==> src/rtl/sr_latch_ctrl.sv <==
// sr_latch_ctrl: round-robin command sequencer guarding a NOR SR latch.
// Ports: clk, rst_n (async low); req_set/req_clr[NREQ] level requests;
//        gnt[NREQ] one-hot ack; fault/conflict ack qualifiers; err sticky;
//        busy; s/r registered latch drives (never both high); q_fb latch Q.
module sr_latch_ctrl #(
    parameter int NREQ    = 4,
    parameter int PULSE_W = 2,
    parameter int GAP_W   = 1
) (
    input  logic            clk,
    input  logic            rst_n,
    input  logic [NREQ-1:0] req_set,
    input  logic [NREQ-1:0] req_clr,
    output logic [NREQ-1:0] gnt,
    output logic            fault,
    output logic            conflict,
    output logic            err,
    output logic            busy,
    output logic            s,
    output logic            r,
    input  logic            q_fb
);

    localparam int IW   = (NREQ > 1) ? $clog2(NREQ) : 1;
    localparam int CMAX = (PULSE_W > GAP_W) ? PULSE_W : GAP_W;
    localparam int CW   = $clog2(CMAX + 1);

    localparam logic [CW-1:0] PLOAD = CW'(PULSE_W - 1);
    localparam logic [CW-1:0] GLOAD = CW'((GAP_W > 0) ? GAP_W - 1 : 0);
    localparam logic [IW-1:0] LAST  = IW'(NREQ - 1);

    typedef enum logic [1:0] {IDLE, PULSE, CHECK, GAP} state_t;

    state_t          state, state_n;
    logic [IW-1:0]   ptr, ptr_n;
    logic [IW-1:0]   win, win_n;
    logic [IW-1:0]   pick, idx;
    logic            found;
    logic            cmd_set, cmd_set_n;
    logic            cmd_clr, cmd_clr_n;
    logic [CW-1:0]   cnt, cnt_n;
    logic [NREQ-1:0] elig;
    logic [NREQ-1:0] gnt_n;
    logic            s_n, r_n;
    logic            fault_n, conflict_n, err_n, busy_n;

    assign elig = req_set | req_clr;

    // First eligible requester at or above ptr, wrapping.
    always_comb begin
        found = 1'b0;
        pick  = '0;
        idx   = '0;
        for (int k = 0; k < NREQ; k++) begin
            idx = IW'((int'(ptr) + k) % NREQ);
            if (!found && elig[idx]) begin
                found = 1'b1;
                pick  = idx;
            end
        end
    end

    always_comb begin
        state_n    = state;
        ptr_n      = ptr;
        win_n      = win;
        cmd_set_n  = cmd_set;
        cmd_clr_n  = cmd_clr;
        cnt_n      = cnt;
        gnt_n      = '0;
        s_n        = 1'b0;
        r_n        = 1'b0;
        fault_n    = 1'b0;
        conflict_n = 1'b0;
        err_n      = err;

        unique case (state)
            IDLE: begin
                if (found) begin
                    win_n     = pick;
                    cmd_set_n = req_set[pick];
                    cmd_clr_n = req_clr[pick];
                    ptr_n     = (pick == LAST) ? '0 : pick + 1'b1;
                    cnt_n     = PLOAD;
                    state_n   = PULSE;
                    // Both bits set decodes to a no-op pulse.
                    s_n       = req_set[pick] & ~req_clr[pick];
                    r_n       = req_clr[pick] & ~req_set[pick];
                end
            end
            PULSE: begin
                if (cnt == '0) begin
                    state_n        = CHECK;
                    gnt_n[win]     = 1'b1;
                    conflict_n     = cmd_set & cmd_clr;
                    // Q is judged as the pulse ends so fault lines up with gnt.
                    fault_n        = ~(cmd_set & cmd_clr) & (q_fb != cmd_set);
                    err_n          = err | conflict_n | fault_n;
                end else begin
                    cnt_n = cnt - 1'b1;
                    s_n   = cmd_set & ~cmd_clr;
                    r_n   = cmd_clr & ~cmd_set;
                end
            end
            CHECK: begin
                if (GAP_W == 0) begin
                    state_n = IDLE;
                end else begin
                    state_n = GAP;
                    cnt_n   = GLOAD;
                end
            end
            GAP: begin
                if (cnt == '0) state_n = IDLE;
                else           cnt_n   = cnt - 1'b1;
            end
            default: state_n = IDLE;
        endcase

        busy_n = (state_n != IDLE);
    end

    always_ff @(posedge clk or negedge rst_n) begin
        if (!rst_n) begin
            state    <= IDLE;
            ptr      <= '0;
            win      <= '0;
            cmd_set  <= 1'b0;
            cmd_clr  <= 1'b0;
            cnt      <= '0;
            gnt      <= '0;
            s        <= 1'b0;
            r        <= 1'b0;
            fault    <= 1'b0;
            conflict <= 1'b0;
            err      <= 1'b0;
            busy     <= 1'b0;
        end else begin
            state    <= state_n;
            ptr      <= ptr_n;
            win      <= win_n;
            cmd_set  <= cmd_set_n;
            cmd_clr  <= cmd_clr_n;
            cnt      <= cnt_n;
            gnt      <= gnt_n;
            s        <= s_n;
            r        <= r_n;
            fault    <= fault_n;
            conflict <= conflict_n;
            err      <= err_n;
            busy     <= busy_n;
        end
    end

endmodule

==> config.mk <==
export PLATFORM = sky130hd
export DESIGN_NAME = sr_latch_ctrl
export DESIGN_NICKNAME = d
export VERILOG_FILES = /design/src/rtl/sr_latch_ctrl.sv
export SDC_FILE = /design/constraint.sdc
export NUM_CORES = 1
export LEC_CHECK = 0
export CORE_MARGIN = 2
export CORE_UTILIZATION = 30
export CTS_BUF_LIST = sky130_fd_sc_hd__clkbuf_8
export CTS_CLUSTER_SIZE = 40
export DETAILED_ROUTE_END_ITERATION = 16
export GPL_ROUTABILITY_DRIVEN = 0
export SETUP_SLACK_MARGIN = 0.1
export SYNTH_ARGS = -nofsm -noshare
export SYNTH_HDL_FRONTEND = slang
export SYNTH_SLANG_ARGS = --single-unit
export TNS_END_PERCENT = 20
==> constraint.sdc <==
create_clock -name clk -period 2.84 [get_ports clk]
set_input_delay 0.426 -clock clk [delete_from_list [all_inputs] [get_ports clk]]
set_output_delay 0.426 -clock clk [all_outputs]
set_load 0.05 [all_outputs]
After elaboration in Yosys (flattened, before gate mapping)
Cells that the tools add are included.
{ "op_classes": {"addsub": 5, "order_cmp": 7, "eq_ne": 7, "muxes": 42, "n_bitwise": 14, "n_reduce_logical": 14} }
{ "ops": {"columns": ["cell", "count"], "rows": [
  ["2-to-1 mux 2 bit", 10],
  ["2-to-1 mux 1 bit", 19],
  ["< comparator 2 x 3 -> 1 bit, second input constant", 6],
  ["binary-select mux 1 bit (select 2 bit)", 6],
  ["2-to-1 mux 4 bit", 2],
  ["case mux 2 bit (4 select lines)", 1],
  ["bitwise AND 1 bit", 6],
  ["equality test 2 bit, second input constant", 3],
  ["case mux 2 bit (3 select lines)", 1],
  ["AND reduction 2 bit", 3],
  ["inverter 1 bit", 5],
  ["adder 2 x 1 -> 2 bit, second input constant", 2],
  ["adder 2 bit, second input constant", 2],
  ["logical AND 1 bit", 4],
  ["logical NOT 2 bit", 2],
  ["!= test 2 bit, second input constant", 2],
  ["bitwise OR 4 bit", 1],
  ["case mux 1 bit (2 select lines)", 2],
  ["logical NOT 1 bit", 3],
  ["demux 1 bit (select 2 bit)", 1],
  ["equality test 2 x 1 -> 1 bit, second input constant", 1],
  ["greater-or-equal comparator 2 x 1 -> 1 bit, second input constant", 1],
  ["bitwise OR 1 bit", 2],
  ["nonzero test 2 bit", 1],
  ["3 further kinds", 3]
]} }
{ "word_totals": {"regBits": 20, "input_bits": 11, "elab_cells": 102} }

Depth between registers and ports, before layout
Gate-level depths: netlist of the first run.
{ "logic_depth": {"ltp_word": 19, "ltp_mapped": 6} }

Least setup slack after synthesis of the first run
OpenSTA, ideal clock, no wires.
{ "synth_timing": {"path_type": "register to register", "from": "register ptr[0]", "to": "register s", "setup_time_ps": 131, "arrival_time_ps": 1436, "path_slack_ps": 1272, "path_stages_with_launch": 7, "path_buffers": 1, "synth_period_minus_slack_ps": 1568, "path_cell_list": "dfrtp_1 > buf_6 > nor2b_1 > o21a_1 > or2_4 > a2111oi_4 > o21ai_0"} }
{ "synth_between": {"elab_chain_cells": 18, "word_cells_on_any_way": 33, "classes_between": "add/sub (3); mux (22); bitwise (2); reduce/logical (6)"} }
{ "synth_lines": {"columns": ["item", "line", "rtl"], "rows": [
  ["from (decl)", "35", "logic [IW-1:0] ptr, ptr_n;"],
  ["from (signal assigned)", "140", "ptr <= ptr_n;"],
  ["parallel branches: the longest is 16 deep, another holds adder 2 x 1 -> 2 bit", null, null],
  ["2-to-1 mux 1 bit *", "79", "if (found) begin"],
  ["case mux 1 bit (2 select lines) *", "77", "unique case (state)"],
  ["net s_n", "44", "logic s_n, r_n;"],
  ["to (signal assigned)", "146", "s <= s_n;"],
  ["to (decl)", "19", "output logic s,"]
]} }
Mark *: on every way through the listed nets, which the timed path passes. The select of a mux whose other input is x is not followed.
A chain may end at the register's enable or synchronous reset.

Final worst setup path of the first run
{ "layout_timing": {"from": "input req_clr[0]", "to": "register cmd_set"} }
{ "layout_between": {"elab_chain_cells": 15, "word_cells_on_any_way": 26, "classes_between": "mux (18); bitwise (1); reduce/logical (7)"} }
{ "layout_lines": {"columns": ["item", "line", "rtl"], "rows": [
  ["from (decl)", "13", "input logic [NREQ-1:0] req_clr,"],
  ["bitwise OR 4 bit *", "47", "assign elig = req_set | req_clr;"],
  ["binary-select mux 1 bit (select 2 bit)", "56", "if (!found && elig[idx]) begin"],
  ["2-to-1 mux 1 bit (implied by the code)", "56", null],
  ["2-to-1 mux 1 bit", "56", null],
  ["logical NOT 1 bit", "56", null],
  ["logical AND 1 bit", "56", null],
  ["2-to-1 mux 1 bit", "56", null],
  ["logical NOT 1 bit", "56", null],
  ["logical AND 1 bit", "56", null],
  ["2-to-1 mux 1 bit", "56", null],
  ["logical NOT 1 bit", "56", null],
  ["logical AND 1 bit", "56", null],
  ["2-to-1 mux 2 bit", "56", null],
  ["binary-select mux 1 bit (select 2 bit)", "81", "cmd_set_n = req_set[pick];"],
  ["2-to-1 mux 1 bit (implied by the code)", "81", null],
  ["to (signal assigned)", "142", "cmd_set <= cmd_set_n;"],
  ["to (decl)", "39", "logic cmd_set, cmd_set_n;"]
]} }
Mark *: on every way between the ends. The rest lies on a longest branch, timed or not. The select of a mux whose other input is x is not followed.

==> results_dict.tcl, run 1 <==
set metrics [dict create \
    relSlewSlack 0.444 \
    num_vias 921 \
    timing.final.ws_setup_ns 0.784 \
    synth_top_area_frac 0.447 \
    grt_max_degree 21 \
    worstSetupPathType "in -> reg" \
    die_height_um 65.1 \
    avgSynthCellArea_um2 9.90 \
    ios 21 \
    core_area_um2 3630 \
    cp.required_ns 2.99 \
    slowest_delay_ns 0.50 \
    grt_pass1_vias 931 \
    yosysSeqAreaShare 0.447 \
    viasPerCell 5.09 \
    grt_use_total 0.122 \
    portBuffers 20 \
    async_flop_share 1.00 \
    layout_min_cycle_time_ns 2.06 \
    rsz0062_at_grt "false" \
    synth_most_common_cell "dfrtp_1" \
    dp_hpwl_um 1740 \
    place_area_um2 1360 \
    end_kind "flop" \
    status "finished clean" \
    dr.first_iter.drc_count 13 \
    areaGrowthSynthToFinish_pct 27.5 \
    start_util 0.308 \
    cp_top_family "compound AO/OA/AOI/OAI gates" \
    fmax_mhz 486 \
    hold_path_startpoint "err" \
    ys_warn_count 0 \
    cp_slowest_cell "clkdlybuf4s50_1" \
    whs_ns 0.469 \
    fin_setup_tns_ns 0 \
    postSynthCellCount 113 \
    drc 0 \
    numCtsBuffers 3 \
    h-tree-depth 1 \
    fin_skew_ns 0.00124 \
    r2r_cells 4 \
    finalHoldViolations 0 \
    r2r-start "ptr[1]" \
    hold_path_end "err" \
    power_density_nw_per_um2 1070 \
    synth_top_cells_by_count "20 x dfrtp_1, 16 x nor2_1, 10 x nand2_1" \
    nFillCells 380 \
    setup_viol 0 \
    drv_slew 0 \
    syn_nets 125 \
    diodes 0 \
    reg2reg_slack_ns 1.06 \
    cts_root_buf "clkbuf_8" \
    path_max_fanout 6 \
    firstDrtPassIters 4 \
    synth-seq-cells 20 \
    cp-start-kind "primary input" \
    vdd_drop_max_uv 346 \
    overflow 0 \
    worst_pin_slew_ns 0.832 \
    rows 22 \
    arrival_ns 2.20 \
    clock_path_buffers 2 \
    cts_tree "built" \
    layout.nets 146 \
    synthesis.area_um2 1120 \
    holdCritPathClass "reg -> reg" \
    worstReg2RegEnd "s" \
    maxCapViolations 0 \
    holdPathStages 1 \
    synth_ff_type "dfrtp_1" \
    postCtsSetupBuffers 0 \
    clk_latency_ns 0.25 \
    power.total_mw 1.52 \
    synth_edf_count 0 \
    drive_gt1_frac 0.0977 \
    finalCritPeriodShare 0.724 \
    postCtsHoldBufs 0 \
    design_area_um2 1430 \
    design.die.area_um2 4230 \
    synth_cell_types 43 \
    crit_path_cell_trace "clkdlybuf4s50_1, nor2_1, nor3b_2, a2111oi_4, nor4_2, o22a_1" \
    crit_buf_inv 1 \
    netlist.top_cell.by_area "dfrtp_1" \
    antenna_found_initial 0 \
    die_x_um 65.1 \
    p_leak_nw 0.551 \
    postCtsResizedCells 0 \
    wire_per_inst_um 12.4 \
    synthTopCellsByArea "dfrtp_1 45%, nor2_1 5.4%, a2111oi_4 4.9%" \
    final_antenna_net_count 0 \
    grt_pass1_wl_um 4020 \
    drt-total-wl_um 2240 \
    place_ws_ns 0.496 \
    clkSinkCount 20 \
    clk_pin_slew_ns 0.07 \
]
==> sequential cells by signal, indices dropped and copies added, names as in the netlist <==
signal    flops
cmd_clr       1
state         2
conflict      1
fault         1
win           2
gnt           4
r             1
cnt           2
cmd_set       1
ptr           2
err           1
s             1
busy          1
==> power by group <==
| group | leakage [nW] | switching, mW | internal [mW] |
|---|---|---|---|
| logic | 0.269 | 0.412 | 0.303 |
| registers | 0.246 | 0.130 | 0.397 |
| clock network | 0.0357 | 0.0897 | 0.188 |
| total | 0.551 | 0.632 | 0.888 |
==> metrics by stage <==
step / cells / utilization
2_1_floorplan: 113 / -
3_3_place_gp: 177 / 0.373
3_5_place_dp: 177 / 0.373
4_1_cts: 181 / 0.393
5_1_grt: 181 / 0.393
6_report: 181 / 0.393
==> worst max-delay path by stage <==
stage | start | end | slack [ns] | cells past startpoint
4_1_cts | req_clr[0] | cmd_set | 0.78 | 6
5_1_grt | req_clr[0] | cmd_set | 0.68 | 6
3_3_place_gp | req_clr[0] | cmd_set | 0.54 | 6
3_5_place_dp | req_clr[0] | cmd_set | 0.50 | 6
6_report | req_clr[0] | cmd_set | 0.78 | 6
2_1_floorplan | ptr[0] | s | 1.27 | 6
==> cell families after synthesis <==
group / share of synthesized area
adders and majority gates: 0.0112
buffers and inverters: 0.0280
AOI/OAI and AO/OA: 0.213
muxes: 0.00895
xor gates and xnor gates: 0.0157
DFF: 0.447
and+or+nand+nor: 0.276
==> layer usage <==
metal | GRT usage | routed length (um) | vias to the layer above
met4 | 0.0781 | 69 | 0
met1 | 0.138 | 999 | 435
met2 | 0.213 | 1070 | 29
met3 | 0.0191 | 93 | 7
met5 | 0 | 0 | -
li1 | - | - | 450
==> cell type report <==
type                    count  area (um^2)  area share
repair buffers             20          200       0.140
multi-input cells          87          587       0.411
flip-flops and latches     20          500       0.351
clock inverters             1         30.0      0.0211
inverters                   2         7.51     0.00526
well taps                  48         60.1      0.0421
clock buffers               3         41.3      0.0289
==> placed cells by master, fill, tap and decap left out, types with 2 or more instances in the layout <==
cell / count
a2111oi_4: 2
a211o_1: 2
a211oi_1: 2
a21oi_1: 3
and3_1: 2
clkbuf_8: 3
clkdlybuf4s50_1: 20
dfrtp_1: 20
inv_1: 2
nand2_1: 10
nand3b_1: 2
nor2_1: 16
nor3_1: 4
nor3b_1: 4
nor3b_2: 2
nor4_1: 2
nor4_2: 2
o21a_1: 2
o21ai_0: 4
o21ai_1: 3
o22a_1: 2
or3_1: 2
xnor2_1: 2
Note: power is estimated with default switching activity, not from simulation.
==> inputs of run 2 (changes only) <==
==> constraint.sdc (replaced) <==
create_clock -name clk -period 2 [get_ports clk]
set_input_delay 0.3 -clock clk [delete_from_list [all_inputs] [get_ports clk]]
set_output_delay 0.3 -clock clk [all_outputs]
set_load 0.05 [all_outputs]
==> results_dict.tcl, run 2 (same netlist as run 1, synthesis figures left out) <==
set metrics [dict create \
    final_antenna_net_count 0 \
    grt_max_degree 21 \
    cts_tree "built" \
    grt_pass1_wl_um 4060 \
    h-tree-depth 1 \
    dp_hpwl_um 1890 \
    cp.required_ns 2.15 \
    wire_per_inst_um 12.2 \
    num_vias 950 \
    worst_pin_slew_ns 0.498 \
    final_common_cell "dfrtp_1" \
    utilization 0.421 \
    layout_common_cells "20 x dfrtp_1, 19 x clkdlybuf4s50_1, 15 x nor2_1" \
    clock_path_buffers 2 \
    finalHoldViolations 0 \
    grt_use_total 0.125 \
    maxCapViolations 0 \
    viasPerCell 4.87 \
    largest_register_ffs 4 \
    layout.nets 160 \
    areaGrowthSynthToFinish_pct 36.7 \
    rows 22 \
    status "finished clean" \
    drc 0 \
    fmax_mhz 541 \
    worstSetupPathType "in -> reg" \
    ios 21 \
    fin_skew_ns 0.00192 \
    die_x_um 65.1 \
    layout_min_cycle_time_ns 1.85 \
    vdd_drop_max_uv 417 \
    clk_pin_slew_ns 0.07 \
    start_util 0.308 \
    rsz0062_at_grt "false" \
    cp-start-kind "primary input" \
    die_height_um 65.1 \
    antenna_found_initial 0 \
    clkSinkCount 20 \
    core_area_um2 3630 \
    drive_gt1_frac 0.190 \
    power.total_mw 2.10 \
    diodes 0 \
    largest-register "gnt" \
    portBuffers 20 \
    power_density_nw_per_um2 1370 \
    firstDrtPassIters 4 \
    p_leak_nw 0.625 \
    drv_slew 0 \
    dr.first_iter.drc_count 36 \
    grt_pass1_vias 913 \
    end_kind "flop" \
    overflow 0 \
    setup_viol 0 \
    finalCritPeriodShare 0.925 \
    drt-total-wl_um 2380 \
    relSlewSlack 0.667 \
    cts_root_buf "clkbuf_8" \
    numCtsBuffers 3 \
    holdCritPathClass "in -> async" \
    clk_latency_ns 0.26 \
    path_max_fanout 4 \
    design.die.area_um2 4230 \
    arrival_ns 2.00 \
]
==> run 2: cell types whose count changed in the layout (fill, tap and decap cells not counted), sizes merged <==
cell	previous run	this run
buf	0	14
bufinv	1	0
clkbuf	3	4
clkdlybuf4s50	20	19
dlymetal6s2s	0	1
==> run 2: final timing paths <==
check | slack, ns | end | cells after the start | startpoint
worst max-delay path | 0.15 | cmd_set | 7 | req_clr[2]
worst min-delay path | 0.37 | busy | 2 | rst_n
worst max register to register | 0.25 | cmd_clr | 5 | ptr[1]
worst min register to register | 0.47 | err | 1 | err
max in group asynchronous | 1.43 | win[0] | 2 | rst_n
min in group clk | 0.47 | err | 1 | err
==> run 2: where the power goes <==
group	leakage [nW]	internal [mW]	switching (mW)	total [mW]
Clock	0.0288	0.175	0.128	0.304
Sequential	0.246	0.563	0.179	0.742
Combinational	0.350	0.463	0.592	1.05
Total	0.625	1.20	0.899	2.10
==> run 2: repair_timing <==
item	4_1_cts	5_1_grt
gates resized for setup	1	3
buffers inserted	0	0
pin swaps	0	0
gates cloned	0	0
hold buffers	0	0
setup endpoints to repair	2	3
==> run 2: routing by layer <==
layer	GRT usage	up-vias	wire, um
met1	0.145	442	1070
met2	0.220	23	1190
met5	0	-	0
met3	0.0174	3	82
li1	-	482	-
met4	0.0703	0	32
==> run 2: critical path, cell delays in order <==
cell,delay [ns]
clkdlybuf4s50_1,0.46
buf_4,0.17
nor2_4,0.14
o21ai_1,0.11
a2111oi_4,0.52
nor4_2,0.12
o22a_1,0.17
==> run 2: final cells by class <==
type	instances	area (um^2)
inverters	2	7.51
well taps	48	60.1
repair buffers	34	308
fillers	372	2100
multi-input cells	87	598
flip-flops and latches	20	500
clock buffers	4	55.1
==> run 2: through the flow <==
| step | setup WS (ns) | hold slack, ns | area [um^2] | setup TNS (ns) | instances |
|---|---|---|---|---|---|
| floorplan | 0.432 | 0.00441 | 1120 | 0 | 113 |
| global placement | -0.129 | 0.456 | 1460 | -0.504 | 191 |
| detailed placement | -0.193 | 0.460 | 1460 | -0.929 | 191 |
| CTS | 0.176 | 0.382 | 1520 | 0 | 195 |
| global route | 0.0984 | 0.404 | 1530 | 0 | 195 |
| finish | 0.150 | 0.374 | 1530 | 0 | 195 |
